==> config.mk <==
export PLATFORM = sky130hd
export DESIGN_NAME = sc_spi_bufctl
export DESIGN_NICKNAME = d
export VERILOG_FILES = /design/src/rtl/sc_spi_bufctl.sv
export SDC_FILE = /design/constraint.sdc
export NUM_CORES = 1
export LEC_CHECK = 0
export CORE_MARGIN = 4
export CORE_UTILIZATION = 60
export CTS_BUF_LIST = sky130_fd_sc_hd__clkbuf_8 sky130_fd_sc_hd__clkbuf_16
export CTS_CLUSTER_SIZE = 10
export DETAILED_ROUTE_END_ITERATION = 6
export PLACE_DENSITY = 0.79
export SYNTH_ARGS = -nofsm -noshare
export SYNTH_HDL_FRONTEND = slang
export SYNTH_SLANG_ARGS = --single-unit
==> constraint.sdc <==
create_clock -name SPICLK -period 4.9 [get_ports SPICLK]
set_input_delay 0.49 -clock SPICLK [delete_from_list [all_inputs] [get_ports SPICLK]]
set_output_delay 0.49 -clock SPICLK [all_outputs]
set_load 0.01 [all_outputs]
==> src/rtl/sc_spi_bufctl.sv <==
// Host-side TX/RX word buffers and transfer sequencer for the SPI protocol engine.
// The host fills TX words while idle, pulses GO, and reads captured RX words back.
module sc_spi_bufctl #(
  parameter int DEPTH = 16
) (
  input  logic        SPICLK,
  input  logic        SYSRSTB,
  input  logic        BWEN,
  input  logic [3:0]  BWADDR,
  input  logic [31:0] BWDATA,
  input  logic        BREN,
  input  logic [3:0]  BRADDR,
  output logic [31:0] BRDATA,
  input  logic        GO,
  output logic        BUSY,
  output logic        DONE,
  output logic        WERR,
  output logic [4:0]  RXCNT,
  output logic        SPISTART,
  input  logic        SPIBUSY,
  input  logic [3:0]  TXDPT,
  output logic [31:0] TXDATA,
  input  logic [31:0] RXDATA,
  input  logic        RXVALID,
  input  logic [3:0]  RXDPT
);

  typedef enum logic [1:0] {
    IDLE,
    REQ,
    RUN,
    FIN
  } state_t;

  state_t      state;
  state_t      state_nxt;
  logic        busy_dec;
  logic        done_dec;
  logic        start_dec;
  logic        rx_counting;
  logic        go_accept;
  logic [31:0] tx_mem [DEPTH];
  logic [31:0] rx_mem [DEPTH];

  // NOTE: sequential state uses non-blocking assignments so every flop samples
  // pre-edge values; that is also what gives the RX read its pre-write data.
  always_ff @(posedge SPICLK or negedge SYSRSTB) begin
    if (!SYSRSTB) state <= IDLE;
    else          state <= state_nxt;
  end

  // NOTE: every combinational output gets a default first, so no path can
  // leave a signal unassigned and infer a latch.
  always_comb begin
    state_nxt = state;
    busy_dec  = 1'b1;
    done_dec  = 1'b0;
    start_dec = 1'b0;
    case (state)
      IDLE: begin
        busy_dec = 1'b0;
        if (GO) state_nxt = REQ;
      end
      REQ: begin
        start_dec = 1'b1;
        if (SPIBUSY) state_nxt = RUN;
      end
      RUN: begin
        if (!SPIBUSY) state_nxt = FIN;
      end
      FIN: begin
        done_dec  = 1'b1;
        state_nxt = IDLE;
      end
      default: state_nxt = IDLE;
    endcase
  end

  // Outputs decode the state flop only, so reset clears them without a clock.
  assign BUSY        = busy_dec;
  assign DONE        = done_dec;
  assign SPISTART    = start_dec;
  assign go_accept   = (state == IDLE) && GO;
  assign rx_counting = (state == RUN) || (state == FIN);

  always_ff @(posedge SPICLK or negedge SYSRSTB) begin
    if (!SYSRSTB) begin
      WERR   <= 1'b0;
      RXCNT  <= 5'd0;
      BRDATA <= 32'd0;
    end else begin
      if (go_accept)          WERR <= 1'b0;
      else if (BWEN && BUSY)  WERR <= 1'b1;

      if (go_accept)
        RXCNT <= 5'd0;
      else if (RXVALID && rx_counting && (RXCNT != 5'd16))
        RXCNT <= RXCNT + 5'd1;

      if (BREN) BRDATA <= rx_mem[BRADDR];
    end
  end

  // NOTE: the buffer arrays are deliberately left out of reset; their contents
  // after reset are undefined and software must rewrite them.
  always_ff @(posedge SPICLK) begin
    if (BWEN && (state == IDLE)) tx_mem[BWADDR] <= BWDATA;
    if (RXVALID)                 rx_mem[RXDPT]  <= RXDATA;
  end

  // The engine samples TXDATA in the same cycle it moves TXDPT.
  assign TXDATA = tx_mem[TXDPT];

endmodule

Yosys cells after proc, flatten, opt, wreduce, memory -nomap -nowiden
Memory sizes are Yosys's and may differ from the RTL's. A register that Yosys moved wholly into a read port is not among the register bits.
Cells that the tools add are included.
{"block": "op_classes", "n_reduce_logical": 11, "n_mux": 15, "n_addsub": 1, "eq_ne": 7}
{"op": "two-way mux 5 bit", "n": 2}
{"op": "two-way mux 1 bit", "n": 9}
{"op": "case mux 2 bit (4 select lines)", "n": 1}
{"op": "two-way mux 2 bit", "n": 3}
{"op": "inequality test 2 bit, second input constant", "n": 3}
{"op": "adder 5 x 1 -> 5 bit, second input constant", "n": 1}
{"op": "logical AND 1 bit", "n": 5}
{"op": "inequality test 5 bit, second input constant", "n": 1}
{"op": "equality test 2 bit, second input constant", "n": 2}
{"op": "nonzero test 2 bit", "n": 2}
{"op": "AND reduction 3 bit", "n": 1}
{"op": "equality test 2 x 1 -> 1 bit, second input constant", "n": 1}
{"op": "zero test 2 bit", "n": 1}
{"op": "zero test 1 bit", "n": 1}
{"op": "logical OR 1 bit", "n": 1}
{"block": "word_totals", "ram_bits": 1024, "ff_bits": 8, "mem_count": 2}
{"memory": "rx_mem", "depth": 16, "width": 32, "rd": 1, "rd_ports_with_merged_regs": 1, "write_ports": 1, "line": "43", "text": "logic [31:0] rx_mem [DEPTH];"}
{"memory": "tx_mem", "depth": 16, "width": 32, "rd": 1, "rd_ports_with_merged_regs": 0, "write_ports": 1, "line": "42", "text": "logic [31:0] tx_mem [DEPTH];"}

Longest topological paths before layout
Gate-level depths: netlist (run 1).
{"block": "logic_depth", "word_depth": 6, "mapped_depth": 6, "depth_no_buf": 5}

Worst setup path after synthesis (run 1)
OpenSTA, ideal clock, no wires.
{"block": "synth_path", "path_type": "reg2reg", "start": "register state[0]", "end": "memory tx_mem[0][0], enable pin", "setup_slack_ns": 0.983, "period_less_slack_ns": 3.917, "arrival_time_ns": 3.456, "n_path_buf": 1, "stages_incl_launch_ff": 7, "setup_ns": 0.461, "cell_sequence": "dfrtp_1 -> inv_1 -> ha_1 -> clkbuf_1 -> nand2_1 -> or3_1 -> nor3_1"}
{"block": "synth_between", "elab_chain_cells": 4}
{"element": "from (decl)", "line": "35", "text": "state_t state;"}
{"element": "from (signal assigned)", "line": "49", "text": "else state <= state_nxt;"}
{"element": "zero test 2 bit", "line": "107", "text": "if (BWEN && (state == IDLE)) tx_mem[BWADDR] <= BWDATA;"}
{"element": "logical AND 1 bit", "line": "107"}
{"element": "two-way mux 1 bit", "line": "107"}
{"element": "two-way mux 1 bit (implied by the code)", "line": "107"}
{"element": "to (decl)", "line": "42"}
Every way passes these cells.

Worst setup path after layout (run 1)
{"block": "layout_path", "start": "input port TXDPT[0]", "end": "output port TXDATA[25]"}
{"block": "layout_between", "elab_chain_cells": 1}
{"element": "from (decl)", "line": "21", "text": "input logic [3:0] TXDPT,"}
{"element": "memory (16 x 32 bit)"}
{"element": "to (decl)", "line": "22", "text": "output logic [31:0] TXDATA,"}
Every way passes these cells.

==> results of run 1 <==
==> worst max-delay path by stage <==
stage,startpoint,to,slack [ns]
2_1_floorplan,state[0],tx_mem[0][0],0.98
3_3_place_gp,TXDPT[0],TXDATA[25],1.26
3_5_place_dp,TXDPT[0],TXDATA[25],1.18
4_1_cts,TXDPT[0],TXDATA[25],1.18
5_1_grt,TXDPT[0],TXDATA[25],1.06
6_report,TXDPT[0],TXDATA[25],1.28
==> synth_stat cells, drive strengths merged <==
cell type	count
edfxtp	1024
mux4	288
buf	62
nor2	58
dfrtp	40
mux2i	34
o22ai	33
a221oi	32
clkbuf	23
nor3	8
inv	7
o21ai	7
ha	6
a21oi	5
nand2	5
nand2b	5
nand3	3
or3	3
and2	2
nand3b	2
nand4b	2
dlygate4sd1	1
mux2	1
nand4	1
nor4bb	1
o211ai	1
o21a	1
or2	1
or3b	1
or4	1
or4bb	1
==> per-layer routing <==
metal	track usage	vias to the layer above	wire, µm
met5	0	-	21
li1	-	7637	-
met4	0.08795	4	2931
met1	0.3275	10078	31400
met2	0.4734	1178	50730
met3	0.04489	219	6953
==> worst max-delay path, cell delays in order <==
cell,delay (ns)
clkbuf_8,0.52
buf_4,0.51
mux4_2,0.57
mux4_2,0.49
clkdlybuf4s50_1,0.51
==> cell type report <==
class | instances | area (µm²) | share of cell area
inverter | 7 | 26.28 | 0.0005665
tap | 864 | 1081 | 0.02331
timing repair buffer | 210 | 1993 | 0.04297
sequential | 1064 | 31750 | 0.6845
antenna | 7 | 17.52 | 0.0003776
clock buffer | 121 | 3017 | 0.06504
clock inverter | 61 | 341.6 | 0.007364
multi-input combinational | 502 | 8158 | 0.1759
==> stage by stage <==
step | area, µm² | total power, W | hold WS, ns | utilization
after floorplan | 40240 | 0.01114 | 0.1944 | -
after global routing | 46380 | 0.01997 | 0.4690 | 0.7016
final | 46380 | 0.01935 | 0.4684 | 0.7017
after global placement | 43000 | 0.01169 | 0.5345 | 0.6505
after detailed placement | 43000 | 0.01176 | 0.5414 | 0.6505
after CTS | 46370 | 0.01945 | 0.4250 | 0.7015
==> cell families (layout without fill, tap and decap cells) <==
logic type	after synthesis	count (layout)	share of synthesized area
muxes	323	323	0.1706
buffers and inverters	93	399	0.01374
DFF	1064	1064	0.7890
other	0	7	0
AOI/OAI and AO/OA	79	79	0.01396
and+or+nand+nor	94	94	0.01085
adders and majority gates	6	6	0.001866
==> flip-flops by register name (all words and copies together) (netlist names) <==
signal	count
rx_mem	512
tx_mem	512
BRDATA	32
RXCNT	5
state	2
WERR	1
==> placed cells by master (no fill, tap or decap), types with 3 or more instances in the layout <==
| master | instances |
|---|---|
| edfxtp_1 | 1024 |
| mux4_2 | 281 |
| clkdlybuf4s50_1 | 150 |
| clkbuf_16 | 120 |
| inv_1 | 60 |
| buf_4 | 48 |
| dfrtp_1 | 40 |
| mux2i_1 | 34 |
| nor2_1 | 34 |
| o22ai_1 | 33 |
| a221oi_1 | 32 |
| nor2_4 | 24 |
| nor3_2 | 8 |
| diode_2 | 7 |
| o21ai_0 | 7 |
| mux4_1 | 7 |
| ha_1 | 6 |
| nand2b_1 | 5 |
| nand2_1 | 5 |
| a21oi_1 | 5 |
| buf_2 | 5 |
| or3_1 | 3 |
| nand3_1 | 3 |
| buf_12 | 3 |
==> power breakdown <==
part | total [W] | internal, W | switching [W]
clock network | 0.00775 | 0.00442 | 0.00333
registers | 0.0103 | 0.0102 | 0.000103
logic | 0.00129 | 0.000602 | 0.000692
==> results.py, run 1 <==
metrics = {
    "cts": {
        "cts_max_level": 3,
        "cts_buffers": 118,
        "root_buffer": "clkbuf_16",
        "clkSlewWorstSetupHoldPaths_ns": 0.06,
        "insertion_delay_ns": 0.67,
        "holdBufCountCts": 1,
        "clock-sinks": 1064,
        "postCtsSetupBuffers": 0,
        "cts_tree": "yes",
        "cts_resized": 0,
        "cts_buffer_depth": 3,
    },
    "worst_setup_path": {
        "start_kind": "input port",
        "cp-end-kind": "output port",
        "reg2reg_to": "tx_mem[7][12]",
        "critPathMaxFanout": 51,
        "required_ns": 4.41,
        "r2r_cells": 5,
        "crit_type": "input port to output port",
        "r2r_slack_ns": 2.00,
        "timing.rr.start": "state[0]",
        "crit_arrival_ns": 3.13,
    },
    "synth": {
        "synth_top_area_frac": 0.7641,
        "yosys_warnings": 0,
        "synth_nets": 1752,
        "postSynthAreaPerCell_um2": 24.26,
        "ys_seq_area_frac": 0.7890,
        "syn-instance-count": 1659,
        "ys_ff_latch": 1064,
        "synth.area.top_cells": "edfxtp_1 76%, mux4_2 16%, dfrtp_1 2.5%",
        "yosysTopAreaCell": "edfxtp_1",
        "synthDistinctLibCells": 36,
        "netlist_area_um2": 40240,
    },
    "timing": {
        "post-route-period-util": 0.7396,
        "setup_slack_ns": 1.276,
        "drv_slew": 0,
        "tightest_slew_ns": 1.087,
        "fin_crit_ns": 3.624,
        "max-slew-margin-rel": 0.2733,
        "skew_ns": 0.02054,
        "rsz0062_at_grt": "false",
        "hold_viol": 0,
        "setup_viol": 0,
        "max_freq_mhz": 275.9,
        "fin_tns_setup_ns": 0,
    },
    "grt": {
        "antenna_found_initial": 8,
        "grt_use_total": 0.2626,
        "grt_pass1_vias": 20252,
        "grt.overflow.total": 0,
        "grt_pass1_wl_um": 135100,
        "grt_max_degree": 66,
    },
    "placement": {
        "dp_cells": 2646,
        "place_congestion": 0.7425,
        "post-dp-hpwl_um": 45930,
        "dp_slack_ns": 1.178,
        "port_buffers": 159,
    },
    "floorplan": {
        "rows": 94,
        "die_h_um": 267.0,
        "die_area_um2": 71280,
        "fp.coreArea_um2": 66100,
        "die_w_um": 267.0,
        "initial_core_util": 0.6088,
        "io_pins": 160,
    },
    "drt": {
        "drt-vias-per-instance": 6.740,
        "dr.first_iter.drc_count": 2355,
        "first_pass_iters": 5,
        "vias": 19116,
        "routedWlPerCell_um": 32.46,
        "drc_errors": 0,
        "postRouteWirelength_um": 92040,
        "ant_nets": 0,
    },
    "min_path": {
        "whs_path_depth": 2,
        "hold_path_end": "WERR",
        "hold_start": "GO",
        "hold_path.class": "input port to flop",
    },
    "cells_and_area": {
        "area.growth.synth_to_final_pct": 15.27,
        "fill_cells": 3678,
        "drive_above_1_share": 0.2555,
        "fin_cells": 2836,
        "final_nets": 1996,
    },
    "power_and_ir_drop": {
        "p_per_area_nw_per_um2": 417.1,
        "ir_worst_vdd_mv": 0.3367,
        "power.leakage_nw": 14.84,
    },
    "run": {
        "cap_violations": 0,
    },
    "outcome": {
        "status": "complete, no violations",
    },
}
No activity file was read; power rests on OpenSTA's default activity.
==> inputs of run 2 (changes only) <==
--- a/config.mk
+++ b/config.mk
@@ -6,11 +6,11 @@
 export NUM_CORES = 1
 export LEC_CHECK = 0
 export CORE_MARGIN = 4
-export CORE_UTILIZATION = 60
+export CORE_UTILIZATION = 54
 export CTS_BUF_LIST = sky130_fd_sc_hd__clkbuf_8 sky130_fd_sc_hd__clkbuf_16
 export CTS_CLUSTER_SIZE = 10
 export DETAILED_ROUTE_END_ITERATION = 6
-export PLACE_DENSITY = 0.79
+export PLACE_DENSITY = 0.75
 export SYNTH_ARGS = -nofsm -noshare
 export SYNTH_HDL_FRONTEND = slang
 export SYNTH_SLANG_ARGS = --single-unit
==> constraint.sdc (replaced) <==
create_clock -name SPICLK -period 3.03 [get_ports SPICLK]
set_input_delay 0.303 -clock SPICLK [delete_from_list [all_inputs] [get_ports SPICLK]]
set_output_delay 0.303 -clock SPICLK [all_outputs]
set_load 0.01 [all_outputs]
==> run 2 against run 1 <==
Non-clock buffer count up 9. Sequential power up 62%. First-iteration DRC count down 10%. Design area up 1.7%. Combinational power up 67%. Critical endpoint is now TXDATA[14]. Worst hold slack worse by 0.44 ns. Flip-flop and latch count unchanged. Via count down 0.80%. Largest cell class unchanged.
==> results.py, run 2 (synthesized netlist as in run 1, its figures left out) <==
metrics = {
    "cts": {
        "root_buffer": "clkbuf_16",
        "cts_buffer_depth": 3,
        "insertion_delay_ns": 0.70,
        "postCtsSetupBuffers": 0,
        "clkSlewWorstSetupHoldPaths_ns": 0.05,
        "clock-sinks": 1064,
        "cts_tree": "yes",
        "cts_buffers": 117,
        "cts_max_level": 3,
    },
    "grt": {
        "use_met3": 0.04793,
        "grt_max_degree": 81,
        "grt_pass1_vias": 20090,
        "antenna_found_initial": 11,
        "use_met1": 0.3046,
        "grt_pass1_wl_um": 134000,
        "grt.overflow.total": 0,
        "grt_use_total": 0.2336,
        "grt_util_met2": 0.4008,
        "busiest_layer": "met2",
    },
    "cells_and_area": {
        "layout_common_cells": "1024 x edfxtp_1, 281 x mux4_2, 150 x clkdlybuf4s50_1, 118 x clkbuf_16, 66 x inv_1",
        "fin_cells": 2949,
        "reg_top3": "rx_mem: 512 flops, tx_mem: 512 flops, BRDATA: 32 flops",
        "drive_above_1_share": 0.2573,
        "fin_util": 0.6424,
        "final_common_cell": "edfxtp_1",
        "area.growth.synth_to_final_pct": 17.25,
        "final_nets": 2004,
        "design_area_um2": 47180,
    },
    "timing": {
        "fin_tns_setup_ns": 0,
        "tightest_slew_ns": 0.5951,
        "max-slew-margin-rel": 0.6032,
        "setup_viol": 0,
        "holdWs_ns": 0.02480,
        "fin_crit_ns": 2.945,
        "hold_viol": 0,
        "max_freq_mhz": 339.6,
        "drv_slew": 0,
        "skew_ns": 0.07876,
        "post-route-period-util": 0.9719,
        "rsz0062_at_grt": "false",
    },
    "worst_setup_path": {
        "cp_slowest_cell": "mux4_2",
        "critPathMaxStageDelay_ns": 0.52,
        "cpLargestDelayFamily": "multiplexers",
        "reg2reg_to": "tx_mem[4][1]",
        "path_cells": "mux4_2 > mux4_2 > clkdlybuf4s50_1",
        "crit_type": "flop to output port",
        "r2r_slack_ns": 0.72,
        "start_kind": "flop",
        "timing.rr.start": "state[0]",
        "path_buf_inv": 1,
        "required_ns": 2.73,
        "cp-end-kind": "output port",
        "path_common_cell": "mux4_2",
        "critPathMaxFanout": 1,
        "r2r_cells": 5,
        "crit_arrival_ns": 2.64,
    },
    "drt": {
        "vias": 18963,
        "dr.first_iter.drc_count": 2116,
        "postRouteWirelength_um": 90300,
        "drt-vias-per-instance": 6.430,
        "first_pass_iters": 5,
        "ant_nets": 0,
        "routedWlPerCell_um": 30.62,
        "drc_errors": 0,
    },
    "floorplan": {
        "initial_core_util": 0.5478,
        "die_w_um": 281.0,
        "die_h_um": 281.0,
        "io_pins": 160,
        "rows": 99,
        "die_area_um2": 78950,
        "fp.coreArea_um2": 73450,
    },
    "power_and_ir_drop": {
        "p_per_area_nw_per_um2": 660.4,
        "power.leakage_nw": 15.06,
        "ir_worst_vdd_mv": 0.6123,
    },
    "placement": {
        "port_buffers": 159,
        "place_congestion": 0.7534,
        "dp_cells": 2750,
        "post-dp-hpwl_um": 44070,
        "dpl_cell_area_um2": 43770,
    },
    "outcome": {
        "status": "complete, no violations",
    },
    "run": {
        "cap_violations": 0,
    },
    "min_path": {
        "hold_path.class": "input port to asynchronous set/reset pin",
    },
}
-- run 2: cell types whose count changed in the layout (fill, tap and decap cells not counted), moves of 2 or more --
cell | previous run | this run
inv_1 | 60 | 66
buf_4 | 48 | 14
diode_2 | 7 | 12
clkinv_16 | 2 | 6
nor3_2 | 8 | 0
clkbuf_16 | 120 | 118
buf_12 | 3 | 46
nor3_4 | 0 | 8
-- run 2: worst max-delay path by stage --
| stage | start | endpoint | slack (ns) | cells past startpoint |
|---|---|---|---|---|
| 5_1_grt | tx_mem[11][14] | TXDATA[14] | 0.03 | 3 |
| 6_report | tx_mem[11][14] | TXDATA[14] | 0.09 | 3 |
| 3_3_place_gp | TXDPT[0] | TXDATA[12] | 0.35 | 5 |
| 4_1_cts | tx_mem[11][14] | TXDATA[14] | 0.03 | 3 |
| 3_5_place_dp | TXDPT[0] | TXDATA[14] | 0.34 | 5 |
| 2_1_floorplan | state[0] | tx_mem[1][0] | -0.03 | 6 |
-- run 2: repair_timing --
action,CTS,global route
hold endpoints to repair,12,0
resized for setup,0,0
hold buffers,1,0
-- run 2: metal layers --
layer / wire length (µm) / share of wire
met1: 33020 / 0.37
met2: 47420 / 0.53
met3: 7433 / 0.082
met4: 2392 / 0.026
met5: 34 / 0.00038
-- run 2: metrics by stage --
step	setup slack, ns	power (W)
global placement	0.3485	0.01899
finish	0.08526	0.03116
detailed placement	0.3413	0.01909
global route	0.03290	0.03227
floorplan	-0.02974	0.01802
CTS	0.03128	0.03137
-- run 2: worst register-to-register path, cell delays in order, from the launching register on --
cell and delay [ns]:
dfrtp_1 0.40, inv_1 0.11, ha_1 0.33, nand4b_1 0.45
nor3_4 0.30, buf_12 0.27
-- run 2: cell type report --
| class | count | area, µm² |
|---|---|---|
| tap | 959 | 1200 |
| fill | 4620 | 26270 |
| multi-input combinational | 502 | 8208 |
| timing repair buffer | 219 | 2599 |
| sequential | 1064 | 31750 |
| clock buffer | 118 | 2953 |
| inverter | 7 | 26.28 |
| clock inverter | 68 | 417.9 |
| antenna | 12 | 30.03 |
-- run 2: power breakdown --
group / leakage (nW) / switching (W) / internal (W) / total [W]
sequential: 9.68 / 0.000169 / 0.0165 / 0.0167
combinational: 3.53 / 0.00114 / 0.00102 / 0.00216
clock: 1.84 / 0.00538 / 0.00696 / 0.0123
